==> src/rtl/fifo_stream_drain_pkg.sv <==
// Shared types and helpers for the FIFO read-side stream drain.
package fifo_stream_drain_pkg;

    typedef enum logic [1:0] {
        IDLE   = 2'd0,
        RUN    = 2'd1,
        FINISH = 2'd2,
        DRAIN  = 2'd3
    } drain_state_t;

    function automatic int beat_width(input int burst_len);
        return (burst_len <= 1) ? 1 : $clog2(burst_len);
    endfunction

endpackage

==> src/rtl/fifo_if.sv <==
// FIFO port bundle: the consumer side uses the master modport.
interface fifo_if #(
    parameter int DATA_WIDTH = 32
);
    logic                  wen;
    logic [DATA_WIDTH-1:0] wdata;
    logic                  ren;
    logic [DATA_WIDTH-1:0] rdata;
    logic                  rvalid;
    logic                  empty;
    logic                  full;
    logic                  almost_full;
    logic                  almost_empty;

    modport master (
        output wen, wdata, ren,
        input  rdata, rvalid, empty, full, almost_full, almost_empty
    );

    modport slave (
        input  wen, wdata, ren,
        output rdata, rvalid, empty, full, almost_full, almost_empty
    );
endinterface

==> src/rtl/fifo_drain_skid.sv <==
// Two-entry output buffer absorbing words that arrive while the stream stalls.
module fifo_drain_skid
    import fifo_stream_drain_pkg::*;
#(
    parameter int DATA_WIDTH = 32
) (
    input  logic                  clk,
    input  logic                  rst,
    input  logic                  push,
    input  logic [DATA_WIDTH-1:0] push_data,
    input  logic                  pop,
    output logic [1:0]            count,
    output logic [DATA_WIDTH-1:0] head_data,
    output logic                  head_valid
);

    logic [DATA_WIDTH-1:0] mem [2];
    logic                  wr_ptr;
    logic                  rd_ptr;

    always_ff @(posedge clk) begin
        if (rst) begin
            for (int unsigned i = 0; i < 2; i++) begin
                mem[i] <= '0;
            end
            wr_ptr <= 1'b0;
            rd_ptr <= 1'b0;
            count  <= '0;
        end else begin
            if (push) begin
                mem[wr_ptr] <= push_data;
                wr_ptr      <= ~wr_ptr;
            end
            if (pop) begin
                rd_ptr <= ~rd_ptr;
            end
            count <= count + 2'(push) - 2'(pop);
        end
    end

    assign head_valid = (count != 2'd0);
    assign head_data  = head_valid ? mem[rd_ptr] : '0;

endmodule

==> src/rtl/fifo_stream_drain.sv <==
// FIFO read-side consumer: credit-based reads, burst-framed valid/ready output.
// Optional statistics counters are enabled by defining FIFO_STREAM_DRAIN_STATS_EN.
module fifo_stream_drain
    import fifo_stream_drain_pkg::*;
#(
    parameter int DATA_WIDTH = 32,
    parameter int BURST_LEN  = 8
) (
    input  logic                  clk,
    input  logic                  rst,
    fifo_if.master                fifo,
    input  logic                  enable,
    output logic [DATA_WIDTH-1:0] m_tdata,
    output logic                  m_tvalid,
    input  logic                  m_tready,
    output logic                  m_tlast,
    output logic                  idle,
    output logic                  err
`ifdef FIFO_STREAM_DRAIN_STATS_EN
    ,
    output logic [31:0]           words_out,
    output logic [31:0]           bursts_out
`endif
);

    localparam int              BW   = beat_width(BURST_LEN);
    localparam logic [BW-1:0]   LAST = BW'(BURST_LEN - 1);

    drain_state_t  state, state_nxt;
    logic          rd_allowed;
    logic          inflight;
    logic          post_rst;
    logic          pop;
    logic          push;
    logic          ren;
    logic [1:0]    count;
    logic [2:0]    credit;
    logic [BW-1:0] beat;
    logic [BW-1:0] iss;
    logic [BW-1:0] iss_nxt;

    assign pop    = m_tvalid & m_tready;
    assign credit = 3'(count) + 3'(inflight) - 3'(pop);
    assign ren    = rd_allowed & ~fifo.empty & (credit < 3'd2);
    assign push   = fifo.rvalid & inflight & ~post_rst;

    assign fifo.ren   = ren;
    assign fifo.wen   = 1'b0;
    assign fifo.wdata = '0;

    assign iss_nxt = ren ? ((iss == LAST) ? '0 : iss + 1'b1) : iss;

    fifo_drain_skid #(
        .DATA_WIDTH(DATA_WIDTH)
    ) u_skid (
        .clk       (clk),
        .rst       (rst),
        .push      (push),
        .push_data (fifo.rdata),
        .pop       (pop),
        .count     (count),
        .head_data (m_tdata),
        .head_valid(m_tvalid)
    );

    assign m_tlast = m_tvalid & (beat == LAST);
    assign idle    = (state == IDLE);

    // Boundary decisions use the post-issue counter so a read issued in the
    // same cycle as the stop request is still accounted to its burst.
    always_comb begin
        state_nxt  = state;
        rd_allowed = 1'b0;
        case (state)
            IDLE: begin
                if (enable) state_nxt = RUN;
            end
            RUN: begin
                rd_allowed = 1'b1;
                if (!enable) state_nxt = (iss_nxt == '0) ? DRAIN : FINISH;
            end
            FINISH: begin
                rd_allowed = 1'b1;
                if (enable)              state_nxt = RUN;
                else if (iss_nxt == '0)  state_nxt = DRAIN;
            end
            DRAIN: begin
                if (count == 2'd0 && !inflight) state_nxt = IDLE;
            end
            default: state_nxt = IDLE;
        endcase
    end

    always_ff @(posedge clk) begin
        if (rst) begin
            state    <= IDLE;
            inflight <= 1'b0;
            post_rst <= 1'b1;
            err      <= 1'b0;
            beat     <= '0;
            iss      <= '0;
        end else begin
            state    <= state_nxt;
            inflight <= ren;
            post_rst <= 1'b0;
            iss      <= iss_nxt;
            if (fifo.rvalid && !inflight && !post_rst) err <= 1'b1;
            if (pop) beat <= (beat == LAST) ? '0 : beat + 1'b1;
        end
    end

`ifdef FIFO_STREAM_DRAIN_STATS_EN
    always_ff @(posedge clk) begin
        if (rst) begin
            words_out  <= '0;
            bursts_out <= '0;
        end else begin
            if (pop)            words_out  <= words_out + 32'd1;
            if (pop && m_tlast) bursts_out <= bursts_out + 32'd1;
        end
    end
`endif

endmodule

==> src/flat_wrapper.sv <==
// flat-port wrapper written by rule: the top's interface ports become plain ports
module fifo_stream_drain_flat import fifo_stream_drain_pkg::*;
#(
    parameter int DATA_WIDTH = 32,
    parameter int BURST_LEN  = 8
)
  (clk, rst, enable, m_tdata, m_tvalid, m_tready, m_tlast, idle, err, fifo_wen, fifo_wdata, fifo_ren, fifo_rdata, fifo_rvalid, fifo_empty, fifo_full, fifo_almost_full, fifo_almost_empty);
  fifo_if #(.DATA_WIDTH(DATA_WIDTH)) fifo_i ();
  input  logic clk;
  input  logic rst;
  input  logic enable;
  output logic [DATA_WIDTH-1:0] m_tdata;
  output logic m_tvalid;
  input  logic m_tready;
  output logic m_tlast;
  output logic idle;
  output logic err;
  output wire logic [$bits(fifo_i.wen)-1:0] fifo_wen;
  output wire logic [$bits(fifo_i.wdata)-1:0] fifo_wdata;
  output wire logic [$bits(fifo_i.ren)-1:0] fifo_ren;
  input wire logic [$bits(fifo_i.rdata)-1:0] fifo_rdata;
  input wire logic [$bits(fifo_i.rvalid)-1:0] fifo_rvalid;
  input wire logic [$bits(fifo_i.empty)-1:0] fifo_empty;
  input wire logic [$bits(fifo_i.full)-1:0] fifo_full;
  input wire logic [$bits(fifo_i.almost_full)-1:0] fifo_almost_full;
  input wire logic [$bits(fifo_i.almost_empty)-1:0] fifo_almost_empty;
  assign fifo_wen = fifo_i.wen;
  assign fifo_wdata = fifo_i.wdata;
  assign fifo_ren = fifo_i.ren;
  assign fifo_i.rdata = fifo_rdata;
  assign fifo_i.rvalid = fifo_rvalid;
  assign fifo_i.empty = fifo_empty;
  assign fifo_i.full = fifo_full;
  assign fifo_i.almost_full = fifo_almost_full;
  assign fifo_i.almost_empty = fifo_almost_empty;
  fifo_stream_drain #(.DATA_WIDTH(DATA_WIDTH), .BURST_LEN(BURST_LEN)) u_core (.clk(clk), .rst(rst), .fifo(fifo_i), .enable(enable), .m_tdata(m_tdata), .m_tvalid(m_tvalid), .m_tready(m_tready), .m_tlast(m_tlast), .idle(idle), .err(err));
endmodule
==> config.mk <==
export PLATFORM = sky130hd
export DESIGN_NAME = fifo_stream_drain_flat
export DESIGN_NICKNAME = d
export VERILOG_FILES = /design/src/rtl/fifo_stream_drain_pkg.sv /design/src/rtl/fifo_if.sv /design/src/rtl/fifo_drain_skid.sv /design/src/rtl/fifo_stream_drain.sv /design/src/flat_wrapper.sv
export SDC_FILE = /design/constraint.sdc
export NUM_CORES = 1
export LEC_CHECK = 0
export ABC_CLOCK_PERIOD_IN_PS = 3700
export CAP_MARGIN = 25
export CORE_MARGIN = 4
export CORE_UTILIZATION = 50
export CTS_BUF_LIST = sky130_fd_sc_hd__clkbuf_4 sky130_fd_sc_hd__clkbuf_8
export CTS_CLUSTER_DIAMETER = 60
export DETAILED_ROUTE_END_ITERATION = 10
export PLACE_DENSITY = 0.82
export SYNTH_ARGS = -nofsm -noshare
export SYNTH_HDL_FRONTEND = slang
export SYNTH_HIERARCHICAL = 1
export SYNTH_SLANG_ARGS = --single-unit
==> constraint.sdc <==
create_clock -name clk -period 3.7 [get_ports clk]
set_clock_uncertainty 0.1 [all_clocks]
set_input_delay 0.74 -clock clk [delete_from_list [all_inputs] [get_ports clk]]
set_output_delay 0.74 -clock clk [all_outputs]
set_load 0.005 [all_outputs]
==> summary.md <==
| Metric | Value |
|---|---|
| DRT Wirelength | `between 7000 and 8000 um` |
| Final Hold Fails | `0` |
| Vias per cell | `4.85` |
| Final Critical Period | `3.55 ns` |
| Setup tns final | `0 ns` |
| Most common cell in the netlist | `nor2_1` |
| Synth top area cells | `edfxtp_1 (47%), nor2_1 (9.8%), mux2i_1 (8.0%), dfxtp_1 (7.8%), buf_4 (6.2%)` |
| Syn. warnings | `6` |
| Vias in the first global route | `2687` |
| Top delay family on crit path | `buffers and inverters` |
| Hold depth | `2` |
| Drt pass-1 iters | `4` |
| Full die area | `9740 um^2` |
| Critical Path Start Type | `input port` |
| Layout cells sized above 1 | `about 8%` |
| FF+latch count, synth | `80` |
| MaxCap Viol Count | `0` |
| RSZ-0062 raised after global routing | `no` |
| Clock root cell | `clkbuf_8` |
| Worst Tran Pin Value | `0.882 ns` |
| Data required, critical path | `roughly 2.9 ns` |
| Min Hold Slack | `0.388 ns` |
| # clock sinks | `80` |
| Max Fclk | `281 MHz` |
| Mapped cell area | `4110 um^2` |
| Die Wd | `98.7 um` |
| CTS Buf Count | `9` |
| Ys async rst share | `0%` |
| Post-synth top cells | `nor2_1 (107), edfxtp_1 (64), nand2b_1 (39), buf_4 (34), mux2i_1 (33)` |
| # setup viols final | `0` |
| Port bufs | `74` |
| # hold bufs at CTS | `0` |
| Main synth FF type | `edfxtp_1` |
| Final Cycle Share | `between 90% and 100%` |
| Mapped Cells | `375` |
| FF-to-FF path depth | `12` |
| Routed len/inst | `roughly 14 um` |
| Worst-path maximum fanout | `2` |
| Critical Path Max Stage Delay | `0.51 ns` |
| Top-area cell type share of the netlist area | `between 40% and 50%` |
| Crit path buffers/inverters | `3` |
| Crit path kind | `in2out` |
| Area leader, netlist | `edfxtp_1` |
| CP Depth | `9` |
| Filler cell count | `620` |
| H-tree depth | `3` |
| Vias | `2713` |
| Count of flip-flops with a built-in enable after synthesis | `64` |
| Slowest-stage cell, CP | `fa_1` |
| Post-synth cell types | `38` |
| Die Span Y | `98.7 um` |
| Placed Cells | `542` |
| Gr ovfl total | `0` |
| ANT cells | `0` |
| Critical path cell sequence | `clkdlybuf4s50_1 -> nand2_1 -> inv_1 -> ha_1 -> nand2b_1 -> fa_1 -> nand3b_2 -> nor2_4 -> dlygate4sd2_1` |
| Placer Congestion | `0.864` |
| # DRC | `0` |
| Leakage | `1.84 nW` |
| Final Max Tran Viols | `0` |
| DRT antenna net count | `0` |
| Layout Area Growth over Synthesis | `22.1%` |
| # rows | `32` |
| Initial antenna violation count | `0` |
| CTS tree | `done` |
| First-pass GRT wire length | `between 10000 and 15000 um` |
| GRT Util Overall | `16.4%` |
| Syn_area_per_cell | `roughly 11 um^2` |
| Hold crit path type | `reg2reg` |
| CTS Buffer Depth | `2` |
| Clock latency on the worst-skew pair | `between 0.3 and 0.4 ns` |
| Worst EP arrival | `2.71 ns` |
| Setup crit end kind | `output port` |
| Status | `finished, final reports clean` |
| Starting Density | `a little over half` |
| Total power per unit cell area | `about 570 nW/um^2` |
| Worst slew margin | `approximately two fifths` |
| Initial drt markers | `107` |
| Maximum VDD drop | `0.419 mV` |
| Non-filler cells, final | `559` |
| Final nets | `505` |
| Post-detail-place hpwl | `5260 um` |
| Sequential share of the synthesized area | `a little over half` |
| Reg clk slew, reported paths | `0.07 ns` |
| Core area | `around 7800 um^2` |
| I/O pin count | `about 110` |
| Pin count of the biggest net entering global routing | `34` |
## placed cells by master (no fill, tap or decap), drive strengths merged, types with 2 or more instances in the layout
| master | Yosys | final |
|---|---|---|
| nor2 | 108 | 108 |
| clkdlybuf4s50 | 0 | 73 |
| edfxtp | 64 | 64 |
| nand2b | 39 | 39 |
| mux2i | 33 | 33 |
| conb | 1 | 33 |
| dfxtp | 16 | 16 |
| buf | 49 | 12 |
| ha | 11 | 11 |
| clkbuf | 3 | 11 |
| inv | 8 | 8 |
| a21oi | 8 | 8 |
| nand2 | 7 | 7 |
| nor3 | 3 | 3 |
| o21ai | 3 | 3 |
| bufinv | 0 | 2 |
| clkinvlp | 0 | 2 |
| and2 | 2 | 2 |
| nor3b | 2 | 2 |
## state kept, by name, indices dropped and copies added (netlist names), named ones only
name                  cells
u_core/beat               3
u_core/err                1
u_core/inflight           1
u_core/iss                3
u_core/post_rst           1
u_core/state              2
u_core/u_skid/count       2
u_core/u_skid/mem        64
u_core/u_skid/rd_ptr      1
u_core/u_skid/wr_ptr      1
## through the flow
step	worst slack, ns	area [um^2]	utilization (%)	power [mW]
CTS	0.136	5020	64.0	2.90
floorplan	0.504	4230	-	1.78
finish	0.147	5020	64.0	2.88
detailed placement	-0.254	4780	60.9	2.17
global route	0.0279	5020	64.0	3.04
global placement	-0.228	4780	60.9	2.14
## cells by family (layout without fill, tap and decap cells)
family                     Yosys count  after routing  share of synthesized area, %
AOI/OAI and AO/OA                   19             19                          2.83
xor gates and xnor gates             3              3                          1.16
adders and majority gates           12             12                          3.83
buffers and inverters               60            110                          10.7
DFF                                 80             80                          54.5
muxes                               34             34                          8.31
other                                1             33                        0.0912
and+or+nand+nor                    166            166                          18.6
## repair_timing
item | in CTS | in global routing
buffers inserted | 1 | 0
resized for setup | 3 | 0
endpoints found under the setup margin | 1 | 0
## final cells by class
cell class,count,area (um^2),share of cell area [%]
Clock buffer,11,145,2.89
Timing Repair Buffer,86,830,16.5
Sequential cell,80,2240,44.7
Clock inverter,5,80.1,1.60
Tap cell,102,128,2.54
Inverter,8,30.0,0.598
Multi-Input combinational cell,267,1560,31.1
## worst paths after layout
path	from	endpoint	slack (ns)
max reg2reg	u_core/u_skid/count[1]	u_core/state[1]	0.67
min	u_core/u_skid/wr_ptr	u_core/u_skid/wr_ptr	0.39
max	m_tready	fifo_ren	0.15
min reg2reg	u_core/u_skid/wr_ptr	u_core/u_skid/wr_ptr	0.39
## report_power, final
part	internal, mW	switching [mW]
Sequential	1.06	0.0904
Clock	0.405	0.303
Combinational	0.535	0.486
## routing by layer
metal / share of wire [%] / wire length (um) / track usage, %
met5: 0 / 0 / 0
met1: 39 / 3100 / 18.2
met2: 53 / 4210 / 30.6
met3: 6.2 / 491 / 3.18
met4: 2.1 / 164 / 6.62
## worst min-delay path, delay by kind of cell, from the launching register on
family,cells,cell delay (ns)
flip-flops,1,0.32
AND/OR/NAND/NOR,1,0.07
AO/OA/AOI/OAI,1,0.06
Power figures use the tool's default switching activity.
